## src/rtl/serial_add_pkg.sv

```systemverilog
// rtl/serial_add_pkg.sv - state encoding for the bit-serial adder sequencer
package serial_add_pkg;

    typedef enum logic [1:0] {
        ST_IDLE  = 2'd0,
        ST_SHIFT = 2'd1,
        ST_DONE  = 2'd2
    } state_t;

endpackage

```

## src/rtl/fa_cell.sv

```systemverilog
// rtl/fa_cell.sv - combinational 1-bit full adder
module fa_cell (
    input  logic a,
    input  logic b,
    input  logic cin,
    output logic sum,
    output logic carry
);

    assign sum   = a ^ b ^ cin;
    assign carry = (a & b) | (cin & (a ^ b));

endmodule

```

## src/rtl/serial_adder_ctrl.sv

```systemverilog
// rtl/serial_adder_ctrl.sv - bit-serial adder, LSB-first through one full-adder cell
module serial_adder_ctrl
    import serial_add_pkg::*;
#(
    parameter int WIDTH = 8
) (
    input  logic             clk,
    input  logic             rst,
    input  logic             start,
    input  logic [WIDTH-1:0] a,
    input  logic [WIDTH-1:0] b,
    input  logic             cin,
    output logic             busy,
    output logic             done,
    output logic [WIDTH-1:0] sum,
    output logic             cout
);

    localparam int CW = $clog2(WIDTH);

    state_t           state_q, state_d;
    logic [WIDTH-1:0] a_sr, b_sr, s_sr;
    logic             c_q;
    logic [CW-1:0]    cnt_q;
    logic             fa_sum, fa_carry;
    logic             last_bit;
    logic [WIDTH-1:0] s_next;

    fa_cell u_fa (
        .a     (a_sr[0]),
        .b     (b_sr[0]),
        .cin   (c_q),
        .sum   (fa_sum),
        .carry (fa_carry)
    );

    assign last_bit = (cnt_q == CW'(WIDTH - 1));
    assign s_next   = {fa_sum, s_sr[WIDTH-1:1]};

    always_ff @(posedge clk or posedge rst) begin
        if (rst) state_q <= ST_IDLE;
        else     state_q <= state_d;
    end

    always_comb begin
        state_d = state_q;
        busy    = 1'b1;
        done    = 1'b0;
        case (state_q)
            ST_IDLE: begin
                busy = 1'b0;
                if (start) state_d = ST_SHIFT;
            end
            ST_SHIFT: begin
                if (last_bit) state_d = ST_DONE;
            end
            ST_DONE: begin
                done    = 1'b1;
                state_d = ST_IDLE;
            end
            default: begin
                state_d = ST_IDLE;
            end
        endcase
    end

    // sum/cout are only written on the final shift edge, so partial results never leak out
    always_ff @(posedge clk or posedge rst) begin
        if (rst) begin
            a_sr  <= '0;
            b_sr  <= '0;
            s_sr  <= '0;
            c_q   <= 1'b0;
            cnt_q <= '0;
            sum   <= '0;
            cout  <= 1'b0;
        end else begin
            case (state_q)
                ST_IDLE: begin
                    if (start) begin
                        a_sr  <= a;
                        b_sr  <= b;
                        c_q   <= cin;
                        cnt_q <= '0;
                    end
                end
                ST_SHIFT: begin
                    a_sr  <= {1'b0, a_sr[WIDTH-1:1]};
                    b_sr  <= {1'b0, b_sr[WIDTH-1:1]};
                    s_sr  <= s_next;
                    c_q   <= fa_carry;
                    cnt_q <= cnt_q + CW'(1);
                    if (last_bit) begin
                        sum  <= s_next;
                        cout <= fa_carry;
                    end
                end
                default: begin
                end
            endcase
        end
    end

endmodule

```

## config.mk

```make
export PLATFORM = sky130hd
export DESIGN_NAME = serial_adder_ctrl
export DESIGN_NICKNAME = d
export VERILOG_FILES = /design/src/rtl/serial_add_pkg.sv /design/src/rtl/fa_cell.sv /design/src/rtl/serial_adder_ctrl.sv
export SDC_FILE = /design/constraint.sdc
export NUM_CORES = 1
export LEC_CHECK = 0
export CORE_UTILIZATION = 31
export DETAILED_ROUTE_END_ITERATION = 10
export SLEW_MARGIN = 20
export SYNTH_ARGS = -nofsm -noshare
export SYNTH_HDL_FRONTEND = slang
export SYNTH_SLANG_ARGS = --single-unit
export TNS_END_PERCENT = 30
```

## constraint.sdc

```tcl
create_clock -name clk -period 2.2 [get_ports clk]
set_clock_uncertainty 0.1 [all_clocks]
set_input_delay 0.44 -clock clk [delete_from_list [all_inputs] [get_ports clk]]
set_output_delay 0.44 -clock clk [all_outputs]
set_load 0.01 [all_outputs]
```

; Word level (Yosys, flattened, before mapping)
; Cells that the tools add are included.
; Widths: inputs -> output; s select.
[classes]
n_addsub = 1
eq_ne = 5
muxes = 13
n_bitwise = 5
reduce_logical = 5
[ops]
columns = cell, count
row1 = $pmux 8 s2, 2
row2 = $mux 8, 2
row3 = $pmux 3 s2, 1
row4 = $reduce_and 2->1, 3
row5 = $mux 2, 2
row6 = $ne 2x2->1 const B, 2
row7 = $pmux 2 s2, 1
row8 = $add 3x1->3 const B, 1
row9 = $eq 3x3->1 const B, 1
row10 = $mux 1, 3
row11 = $mux 3, 1
row12 = $and 1x1->1, 2
row13 = $eq 2x1->1 const B, 1
row14 = $eq 2x2->1 const B, 1
row15 = $logic_not 2->1, 1
row16 = $pmux 1 s2, 1
row17 = $reduce_bool 2->1, 1
row18 = $xor 1x1->1, 2
row19 = $or 1x1->1, 1
[totals]
reg_bits = 39
input_bits = 20
output_inout_bits = 11
elab_cells = 37

; Longest topological paths before layout
; Gate-level depths: netlist (run 1).
[logic_depth]
word_depth = 4
mapped_depth = 5
depth_no_buf = 4

; Cells and area by module
; Synthesis (run 1) repeated with hierarchy kept, for this count alone.
[hier_totals]
cells_unflattened = 154
hier_area_um2 = 1711.6
[modules_own_cells]
columns = mod, n_inst, cells_each, area_per_inst_um2, seq_area_each_um2
row1 = serial_adder_ctrl, 1, 153, 1691.6, 950.9
row2 = fa_cell, 1, 1, 20.0, 0.0

; Worst setup path before layout (run 1)
; Ideal clock, no wire load.
[synth_timing]
path_type = register to output
start = register state_q[1]
end = output port done
arrival_time_ns = 1.012
required_time_ns = 1.660
path_slack_ns = 0.648
path_stages_with_launch = 4
path_cell_list = dfrtp_1 buf_2 buf_2 nor2b_1
[synth_via]
elab_chain_cells = 2
[synth_lines]
columns = item, line
row1 = start: declaration, serial_adder_ctrl.sv:21  ; state_t state_q, state_d;
row2 = start signal: assignment, serial_adder_ctrl.sv:42  ; else state_q <= state_d;
row3 = $eq 2x2->1, serial_adder_ctrl.sv:49  ; case (state_q)
row4 = $mux 1, serial_adder_ctrl.sv:49
row5 = end: declaration, serial_adder_ctrl.sv:14  ; output logic done,
; Every way passes these cells.

; Final worst setup path (run 1)
[layout_timing]
start = register state_q[1]
end = output port busy
[layout_via]
elab_chain_cells = 2
[layout_lines]
columns = item, line
row1 = $logic_not 2->1, serial_adder_ctrl.sv:49
row2 = $mux 1, serial_adder_ctrl.sv:49
row3 = end: declaration, serial_adder_ctrl.sv:13  ; output logic busy,
; Every way passes these cells.

==> results of run 1 <==
worst paths after layout:
kind                             from      end  cells past startpoint
max                        state_q[1]     busy                      3
min                           s_sr[1]  s_sr[1]                      2
max reg2reg                state_q[1]     cout                      4
min reg2reg                   s_sr[1]  s_sr[1]                      2
max in group asynchronous         rst  a_sr[5]                      3
min in group asynchronous         rst  s_sr[4]                      3
Yosys cell counts (all sizes together):
cell type / n
a21oi: 9
a221oi: 4
a22o: 2
a22oi: 4
and2b: 1
buf: 7
clkbuf: 1
dfrtp: 38
fa: 1
ha: 2
inv: 7
mux2: 9
nand2: 29
nand2b: 1
nand3b: 3
nor2: 3
nor2b: 6
nor3b: 8
nor4bb: 4
o21ai: 5
o21bai: 1
o221a: 3
o22a: 4
registers in the layout, indices dropped and copies added (netlist names):
name     count
cnt_q        3
sum          8
a_sr         8
b_sr         8
s_sr         7
c_q          1
state_q      2
cout         1
tightest hold or removal path, stage by stage (launching register included):
cell,delay (ns)
dfrtp_1,0.35
nand2_1,0.05
nand2_1,0.06
where the power goes:
group / internal [W] / total (W) / switching [W]
Combinational: 0.000617 / 0.00114 / 0.000523
Clock: 0.000252 / 0.000503 / 0.000251
Sequential: 0.00102 / 0.00122 / 0.000199
Total: 0.00189 / 0.00286 / 0.000973
metrics by stage:
step           total power, W  cells  instance area, µm²
2_1_floorplan        0.001945    152                1697
3_3_place_gp         0.002350    253                2113
3_5_place_dp         0.002397    253                2113
4_1_cts              0.002894    261                2208
5_1_grt              0.003088    261                2208
6_report             0.002864    261                2208
layout by cell type (no fill, tap or decap), types with 2 or more instances in the layout:
| cell type | synthesis | layout |
|---|---|---|
| nor4bb_1 | 4 | 4 |
| nand3b_1 | 3 | 3 |
| nor3b_1 | 8 | 8 |
| buf_4 | 0 | 9 |
| nor2_1 | 2 | 2 |
| clkdlybuf4s50_1 | 0 | 30 |
| nor2b_1 | 6 | 6 |
| ha_1 | 2 | 2 |
| mux2_2 | 9 | 9 |
| o221a_2 | 3 | 3 |
| inv_1 | 7 | 7 |
| a22oi_1 | 4 | 4 |
| a21oi_1 | 9 | 9 |
| clkbuf_8 | 0 | 6 |
| o22a_1 | 4 | 4 |
| o21ai_0 | 5 | 5 |
| a22o_1 | 2 | 2 |
| a221oi_1 | 4 | 4 |
| nand2_1 | 28 | 28 |
| dfrtp_1 | 38 | 38 |
logic make-up (layout without fill, tap and decap cells):
family                   count (synthesis)  count (layout)  synth area share, %
flip-flops                              38              38                56.05
adder cells (fa/ha/maj)                  3               3                2.655
AO/OA/AOI/OAI                           32              32                13.50
AND/OR/NAND/NOR                         55              55                18.00
multiplexers                             9               9                5.974
buffers and inverters                   15              54                3.835
per-layer routing:
| layer | global-route usage (%) | up-vias | routed length [µm] |
|---|---|---|---|
| met5 | 0 | - | 0 |
| met4 | 3.462 | 0 | 15 |
| met3 | 3.952 | 2 | 141 |
| met2 | 20.82 | 26 | 1599 |
| met1 | 18.54 | 612 | 1770 |
| li1 | - | 606 | - |
layout make-up:
cell class / count / area [µm²]
clock buffers: 6 / 82.58
clock inverters: 2 / 12.51
multi-input cells: 99 / 680.7
repair buffers: 39 / 367.9
inverters: 7 / 26.28
fillers: 526 / 2997
well taps: 70 / 87.58
flip-flops and latches: 38 / 950.9
==> out/results.txt, run 1 <==
core box area -> 5205 µm²
Peak VDD IR -> 0.0004089 V
Placer Congestion -> 0.7321
Tmin final -> 2.080 ns
Synth area leaders -> dfrtp_1 (56%), nand2_1 (6.2%), mux2_2 (6.0%)
post-synthesis sequential area ratio -> 56.05%
max_cap viols -> 0
Final Hold Viols -> 0
Avg Cell Area, Syn -> 11.16 µm²
first-pass GRT wire length -> 6099 µm
WL/cell -> 13.51 µm
GRT Overall Usage -> 13.47%
CP max FO -> 11
number of global-route vias before repair -> 1253
Cells after Synth -> 152
largest net degree at the start of global routing -> 39
Syn Nets -> 175
area share of the largest cell type after synthesis -> 56.05%
fin worst setup slack -> 0.1197 ns
port bufs -> 30
Post-DRT Antenna Nets -> 0
Layout area overhead -> 30.16%
pwr dens -> 1297 nW/µm²
crit path kind -> reg -> out
full die area -> 5773 µm²
fin crit share -> 94.56%
Die Y-Extent -> 75.98 µm
Fin Hold WS -> 0.3885 ns
final setup fails -> 0
largest area contributor in the netlist -> dfrtp_1
worst slew pin tran -> 0.4878 ns
Overflow after GRT -> 0
f_max -> 480.7 MHz
postcts setup bufs -> 0
CTS Sinks -> 38
NumNets Final -> 213
Worst Path Required -> 1.66 ns
clk_lat worst skew -> 0.29 ns
clock tree buffer depth -> 2
Critical Path Source Type -> register
initial DRC count -> 38
worst path buffer plus inverter count -> 2
HP Class -> reg -> reg
CTS root buf -> clkbuf_8
DR vias/cell -> 4.774
CTS Buf Count -> 5
share of cells above drive strength 1 -> 16.75%
crit-path max cell delay -> 0.53 ns
post_cts resized -> 0
WL final -> 3526 µm
Hold-fix buffers, CTS -> 0
Vias -> 1246
outcome -> completed
slowest CP cell -> dfrtp_1
DRC violations left -> 0
Worst EP arrival -> 1.54 ns
TritonCTS clock tree -> done
antenna cells -> 0
leakage dissipation -> 0.9862 nW
H-tree depth -> 2
#FFs+latches synth -> 38
Crit path max-delay family -> buffers and inverters
setup TNS -> 0 ns
final core area utilization -> 42.43%
RSZ-0062 raised after global routing -> no
Placement Setup Slack -> 0.3009 ns
Synthesis Warnings -> 0
Reg clk slew, reported paths -> 0.08 ns
I/O pin cnt -> 31
row count -> 26
DP HPWL -> 2405 µm
Worst setup EP type -> primary output
cells along the critical path -> nor2_1, inv_1, clkdlybuf4s50_1
Final Max Slew Viols -> 0
die span in x -> 75.98 µm
initial antenna violation count -> 0
Reg2Reg Setup Slack -> 0.41 ns
1st-pass router iterations -> 4
starting density of the core -> 32.60%
Netlist cell types -> 25
Post-Syn Area -> 1697 µm²
Slew Limit Headroom -> 67.48%
Power figures use the tool's default switching activity.
==> run 2: changes to the inputs <==
- CORE_ASPECT_RATIO: unset -> 0.9
- PLACE_DENSITY_LB_ADDON: unset -> 0.12
==> run 2 against run 1 <==
Hold slack got worse by 0.0081 ns. Register-to-register slack got worse by 0.11 ns. Total power fell by 0.67%. Largest cell class unchanged.
==> out/results.txt, run 2 (synthesized netlist as in run 1, its figures left out) <==
CTS Buf Count -> 5
CP max FO -> 10
Tmin final -> 2.071 ns
Die Y-Extent -> 72.19 µm
port bufs -> 30
first-pass GRT wire length -> 6127 µm
Worst EP arrival -> 1.53 ns
HP Class -> reg -> reg
Placer Congestion -> 0.7021
CTS root buf -> clkbuf_8
I/O pin cnt -> 31
row count -> 25
crit path kind -> reg -> out
DRC violations left -> 0
outcome -> completed
1st-pass router iterations -> 4
Worst R2R Path Depth -> 4
postcts setup bufs -> 0
full die area -> 5773 µm²
Critical R2R Launch -> state_q[0]
post-route insts no fill -> 256
final setup fails -> 0
Hold Startpoint -> s_sr[1]
die span in x -> 79.98 µm
Hold-fix buffers, CTS -> 0
Final Max Slew Viols -> 0
Final Hold Viols -> 0
pwr dens -> 1302 nW/µm²
Worst Hold End -> s_sr[1]
RSZ-0062 raised after global routing -> no
DR vias/cell -> 4.891
CTS Sinks -> 38
Critical Path Source Type -> register
setup TNS -> 0 ns
WL/cell -> 14.49 µm
clock tree buffer depth -> 2
core box area -> 5255 µm²
R2R Path End -> sum[5]
clk_lat worst skew -> 0.29 ns
f_max -> 483.0 MHz
Vias -> 1252
worst slew pin tran -> 0.6090 ns
number of global-route vias before repair -> 1218
max_cap viols -> 0
most common cell after layout, fill and taps aside -> dfrtp_1
Largest regs -> a_sr x8, b_sr x8, sum x8
Reg2Reg Setup Slack -> 0.30 ns
Fin Hold WS -> 0.3803 ns
TritonCTS clock tree -> done
NumNets Final -> 211
Reg clk slew, reported paths -> 0.08 ns
antenna cells -> 0
initial DRC count -> 68
WL final -> 3710 µm
post_cts resized -> 0
Layout area overhead -> 28.84%
largest net degree at the start of global routing -> 39
fin crit share -> 94.12%
share of cells above drive strength 1 -> 15.34%
Worst setup EP type -> primary output
Overflow after GRT -> 0
GRT Overall Usage -> 14.31%
DP HPWL -> 2535 µm
Placed Cells -> 248
Peak VDD IR -> 0.0005058 V
initial antenna violation count -> 0
starting density of the core -> 32.29%
commonest cells after routing, fill and taps aside -> dfrtp_1 (38), clkdlybuf4s50_1 (30), nand2_1 (28)
leakage dissipation -> 0.9770 nW
Worst Path Required -> 1.66 ns
hold depth -> 2
Slew Limit Headroom -> 59.31%
Post-DRT Antenna Nets -> 0
H-tree depth -> 2
FILL cells -> 508
## run 2: cell count changes in the layout (fill, tap and decap cells not counted), sizes merged
cell	before	now
clkinvlp	1	0
clkbuf	6	7
buf	9	7
## run 2: area by class of cell
cell class	instances	area, µm²	area share, %
flip-flops and latches	38	950.9	43.50
inverters	7	26.28	1.202
well taps	67	83.83	3.835
clock inverters	1	5.005	0.2290
multi-input cells	99	680.7	31.14
clock buffers	7	86.33	3.950
repair buffers	37	352.8	16.14
## run 2: worst max path at each step
stage          startpoint  endpoint  depth (start not counted)
2_1_floorplan  state_q[1]      done                          3
6_report       state_q[0]      busy                          3
3_5_place_dp        start   a_sr[1]                          4
3_3_place_gp        start   a_sr[1]                          4
5_1_grt        state_q[0]      busy                          3
4_1_cts        state_q[0]      busy                          3
## run 2: routing by layer
metal | GRT usage [%] | vias up | wire, µm
met1 | 20.55 | 611 | 1870
met5 | 0 | - | 0
met3 | 3.648 | 8 | 195
met4 | 6.548 | 0 | 63
li1 | - | 604 | -
met2 | 20.23 | 29 | 1580
## run 2: worst max-delay path, cell delays in order (launching register included)
cell and delay (ns):
dfrtp_1 0.54, nor2_1 0.11, inv_1 0.06, clkdlybuf4s50_1 0.52
## run 2: where the power goes
part           switching [W]  total (W)  internal (W)  leakage, nW
Clock               0.000241   0.000494      0.000253       0.0482
Combinational       0.000534    0.00112      0.000590        0.461
Sequential          0.000204    0.00123       0.00102        0.467
## run 2: stage by stage
| step | total power [W] | setup slack (ns) | area [µm²] | util [%] |
|---|---|---|---|---|
| final | 0.002845 | 0.1295 | 2186 | 41.60 |
| after global placement | 0.002335 | 0.2324 | 2095 | 39.86 |
| after global routing | 0.003083 | 0.02937 | 2186 | 41.60 |
| after floorplan | 0.001945 | 0.6483 | 1697 | - |
| after CTS | 0.002889 | 0.1042 | 2186 | 41.60 |
| after detailed placement | 0.002384 | 0.1561 | 2095 | 39.86 |
==> run 3: changes to the inputs <==
- ABC_AREA: unset -> 1
==> run 3 against run 2 <==
Utilization shrank 0.42 points. Sequential power shrank 3%. Die area grew 6.1%. Non-clock buffer count shrank 5. Hold slack lost 0.00085 ns. Clock power grew 11%. Setup slack lost 0.013 ns. Via count grew 7.3%. Sequential cell count is the same. Largest power group unchanged.
==> out/results.txt, run 3 <==
outcome -> completed
TritonCTS clock tree -> done
leakage dissipation -> 1.189 nW
Tmin final -> 2.084 ns
I/O pin cnt -> 31
most common cell after layout, fill and taps aside -> nand2_1
largest net degree at the start of global routing -> 39
Die Y-Extent -> 74.35 µm
die span in x -> 82.39 µm
WL/cell -> 10.78 µm
Cells after Synth -> 220
final setup fails -> 0
Post-synth EDFFs -> 0
Avg Cell Area, Syn -> 8.195 µm²
antenna cells -> 0
worst slew pin tran -> 0.4851 ns
number of global-route vias before repair -> 1293
Worst EP arrival -> 1.54 ns
core box area -> 5411 µm²
pwr dens -> 1281 nW/µm²
initial DRC count -> 127
area share of the largest cell type after synthesis -> 52.74%
largest area contributor in the netlist -> dfrtp_1
Async SR Flop Fraction -> 100.0%
Vias -> 1344
DRC violations left -> 0
postcts setup bufs -> 0
crit path kind -> reg -> out
Slew Limit Headroom -> 67.66%
Reg clk slew, reported paths -> 0.07 ns
NumNets Final -> 274
share of cells above drive strength 1 -> 7.143%
RSZ-0062 raised after global routing -> no
initial antenna violation count -> 0
clock tree buffer depth -> 2
most common cell in the netlist -> nand2_1
Post-DRT Antenna Nets -> 0
Placer Congestion -> 0.7147
CTS Buf Count -> 5
Hold-fix buffers, CTS -> 0
Fin Hold WS -> 0.3795 ns
post-synthesis sequential area ratio -> 52.74%
#FFs+latches synth -> 38
Largest regs -> a_sr x8, b_sr x8, sum x8
Synthesis Warnings -> 0
setup TNS -> 0 ns
Primary FF master, synth -> dfrtp_1
max_cap viols -> 0
CTS root buf -> clkbuf_8
post_cts resized -> 0
DP HPWL -> 2178 µm
HP Class -> reg -> reg
fin worst setup slack -> 0.1162 ns
WL final -> 3439 µm
Layout area overhead -> 23.59%
clk_lat worst skew -> 0.28 ns
starting density of the core -> 33.32%
Critical Path Source Type -> register
Netlist cell types -> 21
Peak VDD IR -> 0.0004724 V
Final Hold Viols -> 0
f_max -> 479.9 MHz
Tot Pwr -> 0.002855 W
final core area utilization -> 41.18%
port bufs -> 30
CP max FO -> 5
Synth area leaders -> dfrtp_1 (53%), nand2_1 (17%), inv_1 (8.5%)
commonest cells after routing, fill and taps aside -> nand2_1 (84), inv_1 (41), dfrtp_1 (38)
FILL cells -> 572
Worst Path Required -> 1.66 ns
Post-synth top cells -> nand2_1 (84), inv_1 (41), dfrtp_1 (38)
CTS Sinks -> 38
row count -> 25
Post-Syn Area -> 1803 µm²
Worst setup EP type -> primary output
fin crit share -> 94.72%
Overflow after GRT -> 0
Final Max Slew Viols -> 0
GRT Overall Usage -> 13.45%
Placement Setup Slack -> 0.4371 ns
full die area -> 6126 µm²
1st-pass router iterations -> 4
H-tree depth -> 2
first-pass GRT wire length -> 5927 µm
DR vias/cell -> 4.213
Syn Nets -> 243
## run 3: cell types whose count changed after synthesis, sizes merged, moves of 6 or more
cell and change:
a21oi -7, inv +36, mux2 -9, nand2 +59
nand3 +17, nor2b -6, nor3b -8, o21ai +12
## run 3: critical path, cell delays in order, from the launching register on
cell,delay (ns)
dfrtp_1,0.46
nor2_1,0.26
inv_1,0.06
clkdlybuf4s50_1,0.48
## run 3: metrics by stage
stage | cell area, µm² | std cells
floorplan | 1803 | 220
global placement | 2118 | 311
detailed placement | 2118 | 311
CTS | 2228 | 319
global route | 2228 | 319
finish | 2228 | 319
## run 3: kinds of logic (layout without fill, tap and decap cells)
group	after synthesis	after routing	synth area share, %
adder cells (fa/ha/maj)	3	3	2.498
flip-flops	38	38	52.74
AO/OA/AOI/OAI	19	19	5.482
AND/OR/NAND/NOR	109	109	25.40
buffers and inverters	51	83	13.88
## run 3: report_power, final
group | total, W | internal (W) | switching (W) | leakage [nW]
Combinational | 0.00111 | 0.000478 | 0.000634 | 0.657
Sequential | 0.00119 | 0.00101 | 0.000180 | 0.475
Clock | 0.000550 | 0.000316 | 0.000234 | 0.0575
Total | 0.00285 | 0.00181 | 0.00105 | 1.19
## run 3: metal layers
layer / global-route usage (%) / vias to the layer above / part of all wire, %
met5: 0 / - / 0
met4: 5.848 / 0 / 0.99
met3: 3.681 / 2 / 3.5
met2: 20.11 / 25 / 42
met1: 18.28 / 603 / 54
li1: - / 714 / -
## run 3: path summary, 6_finish.rpt
check	start	to	slack (ns)	cells after the start
worst max-delay path	state_q[0]	busy	0.12	3
worst min-delay path	b_sr[5]	b_sr[5]	0.38	2
worst max register to register	state_q[1]	a_sr[4]	0.66	6
worst min register to register	b_sr[5]	b_sr[5]	0.38	2
max in group asynchronous	rst	cnt_q[1]	1.19	3
min in group asynchronous	rst	a_sr[0]	0.48	3
## run 3: area by class of cell
cell class | instances | area, µm² | area share, %
clock buffer | 8 | 110.1 | 4.941
inverter | 43 | 166.4 | 7.468
multi-input combinational | 131 | 601.8 | 27.01
sequential | 38 | 950.9 | 42.67
tap | 67 | 83.83 | 3.762
timing repair buffer | 32 | 315.3 | 14.15
